## config.mk

```make
export PLATFORM = sky130hd
export DESIGN_NAME = wb_sram_ctrl
export DESIGN_NICKNAME = d
export VERILOG_FILES = /design/src/rtl/sram_ctrl_pkg.sv /design/src/rtl/sram_byte_merge.sv /design/src/rtl/wb_sram_ctrl.sv
export SDC_FILE = /design/constraint.sdc
export NUM_CORES = 1
export LEC_CHECK = 0
export ABC_AREA = 0
export CORE_AREA = 2 2 111 86
export DETAILED_ROUTE_END_ITERATION = 7
export DIE_AREA = 0 0 113 88
export PLACE_DENSITY = 0.85
export SYNTH_ARGS = -nofsm -noshare
export SYNTH_HDL_FRONTEND = slang
export SYNTH_SLANG_ARGS = --single-unit
```

## constraint.sdc

```tcl
create_clock -name CLK -period 4.6 [get_ports CLK]
set_input_delay 1.38 -clock CLK [delete_from_list [all_inputs] [get_ports CLK]]
set_output_delay 1.38 -clock CLK [all_outputs]
set_load 0.01 [all_outputs]
```

## src/rtl/sram_ctrl_pkg.sv

```systemverilog
// rtl/sram_ctrl_pkg.sv - shared types and constants for the Wishbone SRAM port-0 controller
package sram_ctrl_pkg;

    typedef enum logic [2:0] {
        IDLE = 3'd0,
        RD   = 3'd1,
        RDW  = 3'd2,
        WR   = 3'd3,
        ACK  = 3'd4
    } state_t;

    localparam logic [3:0] SEL_FULL = 4'hF;
    localparam logic [3:0] SEL_NONE = 4'h0;

endpackage

```

## src/rtl/sram_byte_merge.sv

```systemverilog
// rtl/sram_byte_merge.sv - combinational per-lane merge of write data over SRAM read data
module sram_byte_merge #(
    parameter int DATA_W = 32
) (
    input  logic [DATA_W-1:0]   dout,
    input  logic [DATA_W-1:0]   wdata,
    input  logic [DATA_W/8-1:0] sel,
    output logic [DATA_W-1:0]   merged
);

    localparam int LANES = DATA_W / 8;

    always_comb begin
        merged = dout;
        for (int i = 0; i < LANES; i++) begin
            if (sel[i]) begin
                merged[i*8 +: 8] = wdata[i*8 +: 8];
            end
        end
    end

endmodule

```

## src/rtl/wb_sram_ctrl.sv

```systemverilog
// rtl/wb_sram_ctrl.sv - Wishbone classic slave driving SRAM port 0, partial writes done as read-modify-write
module wb_sram_ctrl
    import sram_ctrl_pkg::*;
#(
    parameter int ADDR_W = 8,
    parameter int DATA_W = 32
) (
    input  logic                CLK,
    input  logic                RESET_N,
    input  logic                wb_cyc_i,
    input  logic                wb_stb_i,
    input  logic                wb_we_i,
    input  logic [31:0]         wb_adr_i,
    input  logic [DATA_W-1:0]   wb_dat_i,
    input  logic [DATA_W/8-1:0] wb_sel_i,
    output logic [DATA_W-1:0]   wb_dat_o,
    output logic                wb_ack_o,
    output logic                sram_csb0,
    output logic                sram_web0,
    output logic [ADDR_W-1:0]   sram_addr0,
    output logic [DATA_W-1:0]   sram_din0,
    input  logic [DATA_W-1:0]   sram_dout0
);

    state_t                state, state_nxt;
    logic [ADDR_W-1:0]     adr_q;
    logic [DATA_W-1:0]     dat_q;
    logic [DATA_W/8-1:0]   sel_q;
    logic                  we_q;
    logic [DATA_W-1:0]     merged;
    logic                  req;

    // Byte-offset and above-window address bits alias onto the SRAM word space.
    logic unused_adr;
    assign unused_adr = &{1'b0, wb_adr_i[31:ADDR_W+2], wb_adr_i[1:0]};

    assign req = wb_cyc_i & wb_stb_i;

    sram_byte_merge #(.DATA_W(DATA_W)) u_merge (
        .dout   (sram_dout0),
        .wdata  (dat_q),
        .sel    (sel_q),
        .merged (merged)
    );

    always_ff @(posedge CLK or negedge RESET_N) begin
        if (!RESET_N) begin
            state <= IDLE;
        end else begin
            state <= state_nxt;
        end
    end

    always_comb begin
        state_nxt = state;
        case (state)
            IDLE: begin
                if (req) begin
                    if (!wb_we_i)                  state_nxt = RD;
                    else if (wb_sel_i == SEL_FULL) state_nxt = WR;
                    else if (wb_sel_i == SEL_NONE) state_nxt = ACK;
                    else                           state_nxt = RD;
                end
            end
            RD:      state_nxt = RDW;
            RDW:     state_nxt = we_q ? WR : ACK;
            WR:      state_nxt = ACK;
            ACK:     state_nxt = IDLE;
            default: state_nxt = IDLE;
        endcase
    end

    always_comb begin
        sram_csb0  = 1'b1;
        sram_web0  = 1'b1;
        sram_addr0 = adr_q;
        sram_din0  = dat_q;
        wb_ack_o   = 1'b0;
        case (state)
            RD:      sram_csb0 = 1'b0;
            WR: begin
                sram_csb0 = 1'b0;
                sram_web0 = 1'b0;
            end
            ACK:     wb_ack_o = wb_cyc_i;
            default: ;
        endcase
    end

    // dat_q carries the write word and is overwritten with the merged word in RDW.
    always_ff @(posedge CLK or negedge RESET_N) begin
        if (!RESET_N) begin
            adr_q    <= '0;
            dat_q    <= '0;
            sel_q    <= '0;
            we_q     <= 1'b0;
            wb_dat_o <= '0;
        end else begin
            if (state == IDLE && req) begin
                adr_q <= wb_adr_i[ADDR_W+1:2];
                dat_q <= wb_dat_i;
                sel_q <= wb_sel_i;
                we_q  <= wb_we_i;
            end
            if (state == RDW) begin
                if (we_q) begin
                    dat_q <= merged;
                end else begin
                    wb_dat_o <= sram_dout0;
                end
            end
        end
    end

endmodule
```

## Yosys cells after proc, flatten, opt, wreduce, memory -nomap -nowiden

Cells that the tools add are included.
Widths: inputs -> output; s select.

- Word-level logic and storage cells: 42
- Input bits: 105
- Output and inout port bits: 75
- ROM bits: 0
- Bits in writable memories: 0
- Latch bits: 0
- Memories kept: 0
- Flip-flop bits (word level): 80

- $lt $le $gt $ge: 0
- Reduce and logical (&&, ||, !) cells: 5
- Divide/modulo/power cells: 0
- Mux-type cells: 16
- Shift operators: 0
- Bitwise gates (word level): 2
- Multipliers: 0
- Add/sub/neg operators: 0
- Equality and inequality tests: 10

Operator list:

| cell | count |
|---|---|
| $mux 32 | 3 |
| $mux 8 | 4 |
| $mux 3 | 5 |
| $ne 3x3->1 const B | 4 |
| $pmux 3 s4 | 1 |
| $eq 3x2->1 const B | 2 |
| $eq 4x4->1 const B | 1 |
| $logic_not 4->1 | 1 |
| $eq 3x1->1 const B | 1 |
| $eq 3x3->1 const B | 1 |
| $logic_not 3->1 | 1 |
| $mux 1 | 3 |
| $ne 2x2->1 const B | 1 |
| $reduce_and 2->1 | 1 |
| $reduce_or 2->1 | 1 |
| $and 1x1->1 | 1 |
| $logic_and 1x1->1 | 1 |
| $not 1->1 | 1 |

## Longest topological paths before layout

Gate-level depths: netlist of the first run.

- Depth in word-level cells: 6
- Depth in mapped cells: 6
- Gate-level depth less buffers: 3

## Modules after synthesis

A second synthesis of the first run with hierarchy kept.

- Cells, all modules: 341
- Area total of the unflattened synthesis: 4108.9 µm²

Modules (own cells, without submodules):

| module | cells an instance | seq. area each (µm²) | times used | area each (µm²) |
|---|---|---|---|---|
| wb_sram_ctrl | 305 | 2001.9 | 1 | 3583.4 |
| sram_byte_merge | 36 | 0.0 | 1 | 525.5 |

## Least setup slack after synthesis of the first run

No wires, ideal clock.

- Kind: input to output
- Start: input port wb_cyc_i
- End: output port wb_ack_o
- Slack: 1660 ps
- Cell stages on the path: 1
- Required time: 3220 ps
- Buffers on the path: 0
- Arrival: 1560 ps
- Cells stage by stage: and3_1

- Word-level cells in the longest chain between the ends: 1

Ends and longest elaborated chain:

| element | RTL line | text |
|---|---|---|
| start: declaration | wb_sram_ctrl.sv:10 | `input logic wb_cyc_i,` |
| $mux 1 | wb_sram_ctrl.sv:79 | `case (state)` |
| end: declaration | wb_sram_ctrl.sv:17 | `output logic wb_ack_o,` |

Every way passes these cells.

## Worst setup path after layout of the first run

Ends and elaborated chain as after synthesis.

==> results of run 1 <==
## worst min-delay path by stage
stage / slack [ns] / startpoint / cells after the start / to
2_1_floorplan: 0.53 / wb_dat_o[6] / 1 / wb_dat_o[6]
3_3_place_gp: 0.47 / wb_dat_o[7] / 1 / wb_dat_o[7]
3_5_place_dp: 0.49 / wb_dat_o[7] / 1 / wb_dat_o[7]
4_1_cts: 0.50 / wb_dat_o[7] / 1 / wb_dat_o[7]
5_1_grt: 0.52 / sram_addr0[1] / 1 / sram_addr0[1]
6_report: 0.50 / wb_dat_o[6] / 1 / wb_dat_o[6]
## registers in the layout, summed over array words and instances (netlist names)
signal	cells
sram_din0	32
wb_dat_o	32
sram_addr0	8
sel_q	4
state	3
we_q	1
## placed cells by master (no fill, tap or decap), types with 2 or more instances in the layout
cell,n
and3_1,2
nand3_1,67
dfrtp_1,80
clkinvlp_4,3
nand3b_1,33
clkinv_2,2
nand2_1,2
nand4_1,32
clkdlybuf4s50_1,154
mux2_2,33
clkbuf_16,9
a21oi_1,2
o211ai_1,32
o21ai_0,3
buf_4,6
mux2_4,9
mux2_1,2
## per-stage QoR
stage,instance area [sq um],util [%],instances,power [W]
final,5743,64.83,598,0.003810
after global placement,5468,61.72,582,0.003086
after floorplan,3909,-,345,0.002230
after global routing,5743,64.83,598,0.004044
after CTS,5743,64.83,598,0.003846
after detailed placement,5468,61.72,582,0.003166
## routing by layer
| layer | up-vias | GRT usage (%) | wire length, um |
|---|---|---|---|
| met5 | - | 0 | 0 |
| met4 | 0 | 6.874 | 103 |
| met3 | 12 | 7.197 | 1001 |
| met2 | 151 | 40.77 | 5625 |
| met1 | 1766 | 28.67 | 4683 |
| li1 | 1589 | - | - |
## power by group
| part | total [W] | switching, W | internal, W |
|---|---|---|---|
| clock network | 0.000663 | 0.000284 | 0.000379 |
| registers | 0.00138 | 0.000320 | 0.00106 |
| logic | 0.00177 | 0.000752 | 0.00102 |
| total | 0.00381 | 0.00136 | 0.00245 |
## area by class of cell
type                            instances  area share [%]
Clock inverter                          5          0.5664
Tap cell                              112           2.440
Multi-Input combinational cell        229           30.22
Clock buffer                           11           4.227
Sequential cell                        80           34.86
Inverter                                1         0.06536
Timing Repair Buffer                  160           27.63
## worst max-delay path, delay by kind of cell
| kind | cells | cell delay (ns) |
|---|---|---|
| simple gates | 1 | 0.18 |
| buf+inv | 2 | 1.04 |
## logic make-up after synthesis
| group | count (synthesis) | share of synthesized area, % |
|---|---|---|
| compound gates | 39 | 7.170 |
| buf+inv | 36 | 4.673 |
| flops | 80 | 51.22 |
| mux | 44 | 13.54 |
| simple gates | 146 | 23.40 |
==> results.yml, run 1 <==
worst_setup_path:
  cpPeakStageDelay_ns: 0.54
  reg2reg_depth: 3
  crit_start: "wb_cyc_i"
  crit_required_ns: 3.22
  path_class: "in2out"
  r2r-start: "state[2]"
  cpMostUsedCell: "clkdlybuf4s50_1"
  r2r_slack_ns: 2.17
  cp_slowest_cell: "clkdlybuf4s50_1"
  crit_end: "wb_ack_o"
  cp_max_fo: 3
  cp.arrival_ns: 2.60
  r2r_end: "wb_dat_o[18]"
  crit_path_cell_trace: "clkdlybuf4s50_1 > and3_1 > clkdlybuf4s50_1"
  crit_path_end_kind: "primary output"
  startpoint_type: "primary input"
drt:
  drc: 11
  drt-pass1-iter-count: 7
  antenna_left: 0
  drtIter0Drc: 224
  wl_per_cell_um: 19.09
  wl_um: 11410
  num_vias: 3518
  vias_per_cell: 5.883
clocking:
  cts_tree: "yes"
  clockBufferDepth: 2
  htreeDepth: 3
  numCtsBuffers: 9
  clock_latency_ns: 0.33
  postCtsSetupRepairBufs: 0
  hold_buffers: 0
  cts.sinks: 80
  cts_resized: 0
  cts_root_buf: "clkbuf_16"
  clkTransAtPathRegs_ns: 0.06
cells_and_area:
  multi_input_area_sq_um: 1735
  fillerInstances: 696
  syn2layout_area_growth_pct: 46.93
  seqCellArea_sq_um: 2002
  antennaDiodeCount: 0
  nets: 586
  drive_gt1_share_pct: 14.20
floorplan:
  dieArea_sq_um: 9944
  initial_core_util_pct: 44.12
  num_rows: 30
  die_w_um: 113
  top_level_ports: 180
  core-area_sq_um: 8859
  die_h_um: 88
yosys:
  synth_cell_type_count: 29
  synth.largest_area_cell: "dfrtp_1"
  seq_area_frac_synth_pct: 51.22
  synthFlopType: "dfrtp_1"
  synth_area_leaders: "dfrtp_1 (51%), mux2_2 (9.5%), nand3_1 (8.6%), nand3b_1 (6.3%), o211ai_1 (6.1%)"
  synth-edff-count: 0
  synth_common_cells: "dfrtp_1 (80), nand3_1 (67), mux2_2 (33), nand3b_1 (33)"
  async_reset_ff_share_pct: 100.0
  synthCells: 345
  synth_seq_cells: 80
  synth_top_area_share_pct: 51.22
  mappedNetlistNets: 450
  yosysWarningCount: 0
  netlist_area_sq_um: 3909
  yosysMostFrequentCell: "dfrtp_1"
  synth.avg_cell_area_sq_um: 11.33
sta:
  finalHoldViolCount: 0
  totalNegativeSetupSlack_ns: 0
  setup_slack_ns: 0.6237
  maxSlewHeadroom_pct: 25.12
  post-route-period-util_pct: 86.44
  grt_setup_unrepaired: "no"
  fmax_mhz: 251.5
  finalClockSkew_ns: 0.008525
  hold_ws_ns: 0.5001
  finalSetupViolCount: 0
  finalCriticalPeriod_ns: 3.976
  tightest_slew_ns: 1.119
  final_max_slew_viol_count: 0
power_and_ir_drop:
  power.density_nw_per_um2: 663.5
  p_leak_nw: 2.213
  ir_drop_v: 0.0003506
placed_design:
  dp_hpwl_um: 7756
  io_buffer_count: 155
  dp_slack_ns: 0.6258
  gp_congestion: 0.7615
min_path:
  hold_path.class: "reg2reg"
global_route:
  grt_pass1_vias: 3649
  grt_max_degree: 81
  antenna_found_initial: 0
  grt_pass1_wl_um: 18420
  grt_overflow: 0
  grt_usage_pct: 23.49
run_status:
  violations: "design-rule violations"
  status: "complete, but fails checks"
run:
  max_cap_violations: 0
(Power assumes the default switching activity.)
==> run 2, diff against run 1 <==
CAP_MARGIN = 20   (was unset)
PLACE_DENSITY = 0.86   (was 0.85)
==> results.yml, run 2 (same netlist as run 1, synthesis figures left out) <==
run_status:
  status: "complete, but fails checks"
  violations: "design-rule violations"
clocking:
  cts_tree: "yes"
  cts.sinks: 80
  hold_buffers: 0
  numCtsBuffers: 9
  cts_root_buf: "clkbuf_16"
  clkTransAtPathRegs_ns: 0.06
  cts_resized: 0
  clock_latency_ns: 0.33
  clockBufferDepth: 2
  postCtsSetupRepairBufs: 0
  htreeDepth: 3
worst_setup_path:
  cpMostUsedCell: "clkdlybuf4s50_1"
  cpPeakStageDelay_ns: 0.53
  startpoint_type: "primary input"
  cp_max_fo: 3
  cp_slowest_cell: "clkdlybuf4s50_1"
  crit_path_cell_trace: "clkdlybuf4s50_1 > and3_1 > clkdlybuf4s50_1"
  path_class: "in2out"
  crit_required_ns: 3.22
  cp.arrival_ns: 2.62
  crit_path_end_kind: "primary output"
power_and_ir_drop:
  power.density_nw_per_um2: 685.0
  ir_drop_v: 0.0003488
  p_leak_nw: 2.274
sta:
  maxSlewHeadroom_pct: 34.14
  totalNegativeSetupSlack_ns: 0
  finalSetupViolCount: 0
  setup_slack_ns: 0.6008
  finalHoldViolCount: 0
  fmax_mhz: 250.1
  grt_setup_unrepaired: "no"
  finalClockSkew_ns: 0.002604
  finalCriticalPeriod_ns: 3.999
  final_max_slew_viol_count: 0
  tightest_slew_ns: 0.9873
  post-route-period-util_pct: 86.94
floorplan:
  core-area_sq_um: 8859
  initial_core_util_pct: 44.12
  die_w_um: 113
  die_h_um: 88
  top_level_ports: 180
  num_rows: 30
  dieArea_sq_um: 9944
drt:
  wl_um: 11550
  drtIter0Drc: 252
  num_vias: 3493
  antenna_left: 0
  wl_per_cell_um: 19.25
  drt-pass1-iter-count: 7
  vias_per_cell: 5.822
  drc: 11
cells_and_area:
  final_common_cell: "clkdlybuf4s50_1"
  antennaDiodeCount: 0
  final_area_sq_um: 5858
  final_core_util_pct: 66.13
  layout_common_cells: "clkdlybuf4s50_1 (154), dfrtp_1 (80), nand3_1 (67)"
  seqCellArea_sq_um: 2002
  drive_gt1_share_pct: 14.75
  multi_input_area_sq_um: 1735
  fillerInstances: 673
  syn2layout_area_growth_pct: 49.87
  nets: 588
placed_design:
  gp_congestion: 0.7832
  io_buffer_count: 155
  dp_slack_ns: 0.5790
  post_dp_cell_area_sq_um: 5468
  dp_hpwl_um: 7690
min_path:
  hold_path.class: "reg2reg"
global_route:
  grt_max_degree: 81
  antenna_found_initial: 0
  grt_pass1_vias: 3596
  grt_usage_pct: 23.68
  grt_pass1_wl_um: 18340
  grt_overflow: 0
run:
  max_cap_violations: 0
## run 2: critical path, delay by kind of cell
family,cells,cell delay [ns]
and+or+nand+nor,1,0.18
buffers and inverters,2,1.06
## run 2: through the flow
step	instances	hold slack [ns]	total power, W
2_1_floorplan	345	0.5288	0.002230
5_1_grt	600	0.5215	0.004237
3_3_place_gp	582	0.4676	0.003085
6_report	600	0.4895	0.004013
3_5_place_dp	582	0.4800	0.003165
4_1_cts	598	0.4936	0.004029
## run 2: layout make-up
type | count | share of cell area [%]
inverters | 1 | 0.06408
flip-flops and latches | 80 | 34.17
multi-input cells | 229 | 29.62
clock inverters | 5 | 1.751
clock buffers | 11 | 4.314
well taps | 112 | 2.392
repair buffers | 162 | 27.68
## run 2: power by group
| group | total (W) | internal (W) | switching [W] |
|---|---|---|---|
| Clock | 0.000848 | 0.000559 | 0.000289 |
| Sequential | 0.00138 | 0.00106 | 0.000324 |
| Combinational | 0.00178 | 0.00103 | 0.000756 |
| Total | 0.00401 | 0.00264 | 0.00137 |
## run 2: metal layers
| metal | part of all wire, % | GRT usage, % | vias to the layer above |
|---|---|---|---|
| met4 | 0.48 | 5.987 | 0 |
| met2 | 50 | 40.72 | 156 |
| met3 | 8.8 | 7.889 | 8 |
| met5 | 0 | 0 | - |
| li1 | - | - | 1590 |
| met1 | 41 | 29.15 | 1739 |
## run 2: path summary, 6_finish.rpt
path,slack [ns],cells after the start,from,endpoint
min,0.49,1,wb_dat_o[7],wb_dat_o[7]
max in group asynchronous,2.95,2,RESET_N,wb_dat_o[2]
min in group asynchronous,1.03,1,RESET_N,wb_dat_o[25]
max reg2reg,2.43,3,state[0],sram_din0[22]
max,0.60,3,wb_cyc_i,wb_ack_o
min reg2reg,0.49,1,wb_dat_o[7],wb_dat_o[7]
==> run 3, diff against run 2 <==
CORE_AREA = 2 2 121 93   (was 2 2 111 86)
DIE_AREA = 0 0 123 95   (was 0 0 113 88)
PLACE_DENSITY = 0.77   (was 0.86)
clock period = 3.21 ns   (was 4.6 ns; I/O delays follow)
==> results.yml, run 3 (same netlist as run 1, synthesis figures left out) <==
global_route:
  grt_usage_pct: 20.29
  grt_max_degree: 81
  grt_pass1_vias: 3562
  grt_pass1_wl_um: 18220
  antenna_found_initial: 0
  grt_overflow: 0
clocking:
  clockBufferDepth: 2
  cts.sinks: 80
  cts_tree: "yes"
  cts_resized: 0
  cts_root_buf: "clkbuf_16"
  numCtsBuffers: 9
  hold_buffers: 0
  clkTransAtPathRegs_ns: 0.06
  htreeDepth: 3
  clock_latency_ns: 0.33
  postCtsSetupRepairBufs: 0
floorplan:
  die_w_um: 123
  dieArea_sq_um: 11690
  top_level_ports: 180
  die_h_um: 95
  num_rows: 33
  core-area_sq_um: 10650
  initial_core_util_pct: 36.69
worst_setup_path:
  cp.arrival_ns: 2.19
  crit_start: "wb_cyc_i"
  cp_slowest_cell: "clkdlybuf4s50_1"
  reg2reg_depth: 3
  crit_required_ns: 2.25
  critPathBufInv: 2
  r2r_slack_ns: 1.07
  cpPeakStageDelay_ns: 0.53
  cp_max_fo: 3
  critPathTopFamily: "buffers and inverters"
  startpoint_type: "primary input"
  cpMostUsedCell: "clkdlybuf4s50_1"
  r2r-start: "state[0]"
  path_class: "in2out"
  r2r_end: "sram_din0[22]"
  crit_path_end_kind: "primary output"
  crit_path_cell_trace: "clkdlybuf4s50_1 > and3_1 > clkdlybuf4s50_1"
cells_and_area:
  syn2layout_area_growth_pct: 49.94
  fillerInstances: 903
  drive_gt1_share_pct: 14.87
  final_common_cell: "clkdlybuf4s50_1"
  antennaDiodeCount: 0
  nets: 591
  final_area_sq_um: 5861
  layout_common_cells: "clkdlybuf4s50_1 (154), dfrtp_1 (80), nand3_1 (67)"
power_and_ir_drop:
  p_seq_share_pct: 35.8
  p_leak_nw: 2.269
  power.density_nw_per_um2: 945.8
  ir_drop_v: 0.0004583
  internal_power_w: 0.003630
  p_sw_share_pct: 34.51
  switching_power_w: 0.001913
  pwr-share-clk_pct: 18.4
  pwr-share-comb_pct: 45.8
sta:
  grt_setup_unrepaired: "no"
  post-route-period-util_pct: 98.23
  maxSlewHeadroom_pct: 34.89
  final_max_slew_viol_count: 0
  finalCriticalPeriod_ns: 3.153
  tightest_slew_ns: 0.9761
  finalSetupViolCount: 0
  finalClockSkew_ns: 0.005411
  totalNegativeSetupSlack_ns: 0
  finalHoldViolCount: 0
  fmax_mhz: 317.2
drt:
  wl_um: 11450
  wl_per_cell_um: 18.14
  drc: 0
  num_vias: 3450
  drtIter0Drc: 199
  vias_per_cell: 5.468
  drt-pass1-iter-count: 5
  antenna_left: 0
min_path:
  hold_path.class: "in2async"
run:
  max_cap_violations: 0
placed_design:
  dp_hpwl_um: 7934
  post_dp_cell_area_sq_um: 5533
  gp_congestion: 0.7970
  io_buffer_count: 155
run_status:
  status: "finished clean"
-- run 3: cell types whose count changed in the layout (fill, tap and decap cells not counted) --
cell,before,now
buf_16,0,1
clkinv_2,1,2
clkinvlp_4,1,0
buf_4,6,10
clkbuf_1,0,2
bufinv_16,3,1
buf_12,1,0
buf_8,1,0
-- run 3: layout make-up --
type	count	area [sq um]	area share (%)
Sequential cell	80	2002	34.16
Multi-Input combinational cell	229	1735	29.61
Timing Repair Buffer	165	1644	28.05
Clock buffer	13	260.3	4.441
Tap cell	140	175.2	2.989
Clock inverter	3	40.04	0.6832
Inverter	1	3.754	0.06405
-- run 3: metal layers --
layer | vias up | part of all wire [%] | track usage (%)
li1 | 1587 | - | -
met1 | 1702 | 43 | 25.08
met2 | 154 | 48 | 34.07
met3 | 7 | 8.8 | 7.307
met4 | 0 | 0.60 | 4.640
met5 | - | 0 | 0
-- run 3: power by group through the flow --
stage | Combinational (W) | Sequential [W] | Clock (W)
floorplan | 0.00116 | 0.00204 | 0
global placement | 0.00250 | 0.00195 | 0
detailed placement | 0.00255 | 0.00200 | 0
CTS | 0.00257 | 0.00199 | 0.00105
global route | 0.00273 | 0.00207 | 0.00110
finish | 0.00254 | 0.00198 | 0.00102
-- run 3: worst max path at each step --
stage	to	cells past startpoint
5_1_grt	wb_ack_o	3
3_3_place_gp	wb_ack_o	3
3_5_place_dp	wb_ack_o	3
2_1_floorplan	wb_ack_o	1
6_report	wb_ack_o	3
4_1_cts	wb_ack_o	3
-- run 3: stage by stage --
step | power (W) | hold slack [ns] | cells | utilization, % | setup WS (ns)
final | 0.005543 | 0.4564 | 631 | 55.02 | 0.05697
after global routing | 0.005902 | 0.4473 | 631 | 55.02 | 0.02456
after CTS | 0.005608 | 0.4878 | 630 | 54.76 | 0.05146
after detailed placement | 0.004553 | 0.4753 | 614 | 51.94 | 0.05653
after global placement | 0.004450 | 0.4671 | 614 | 51.94 | 0.06714
after floorplan | 0.003196 | 0.5288 | 345 | - | 1.104
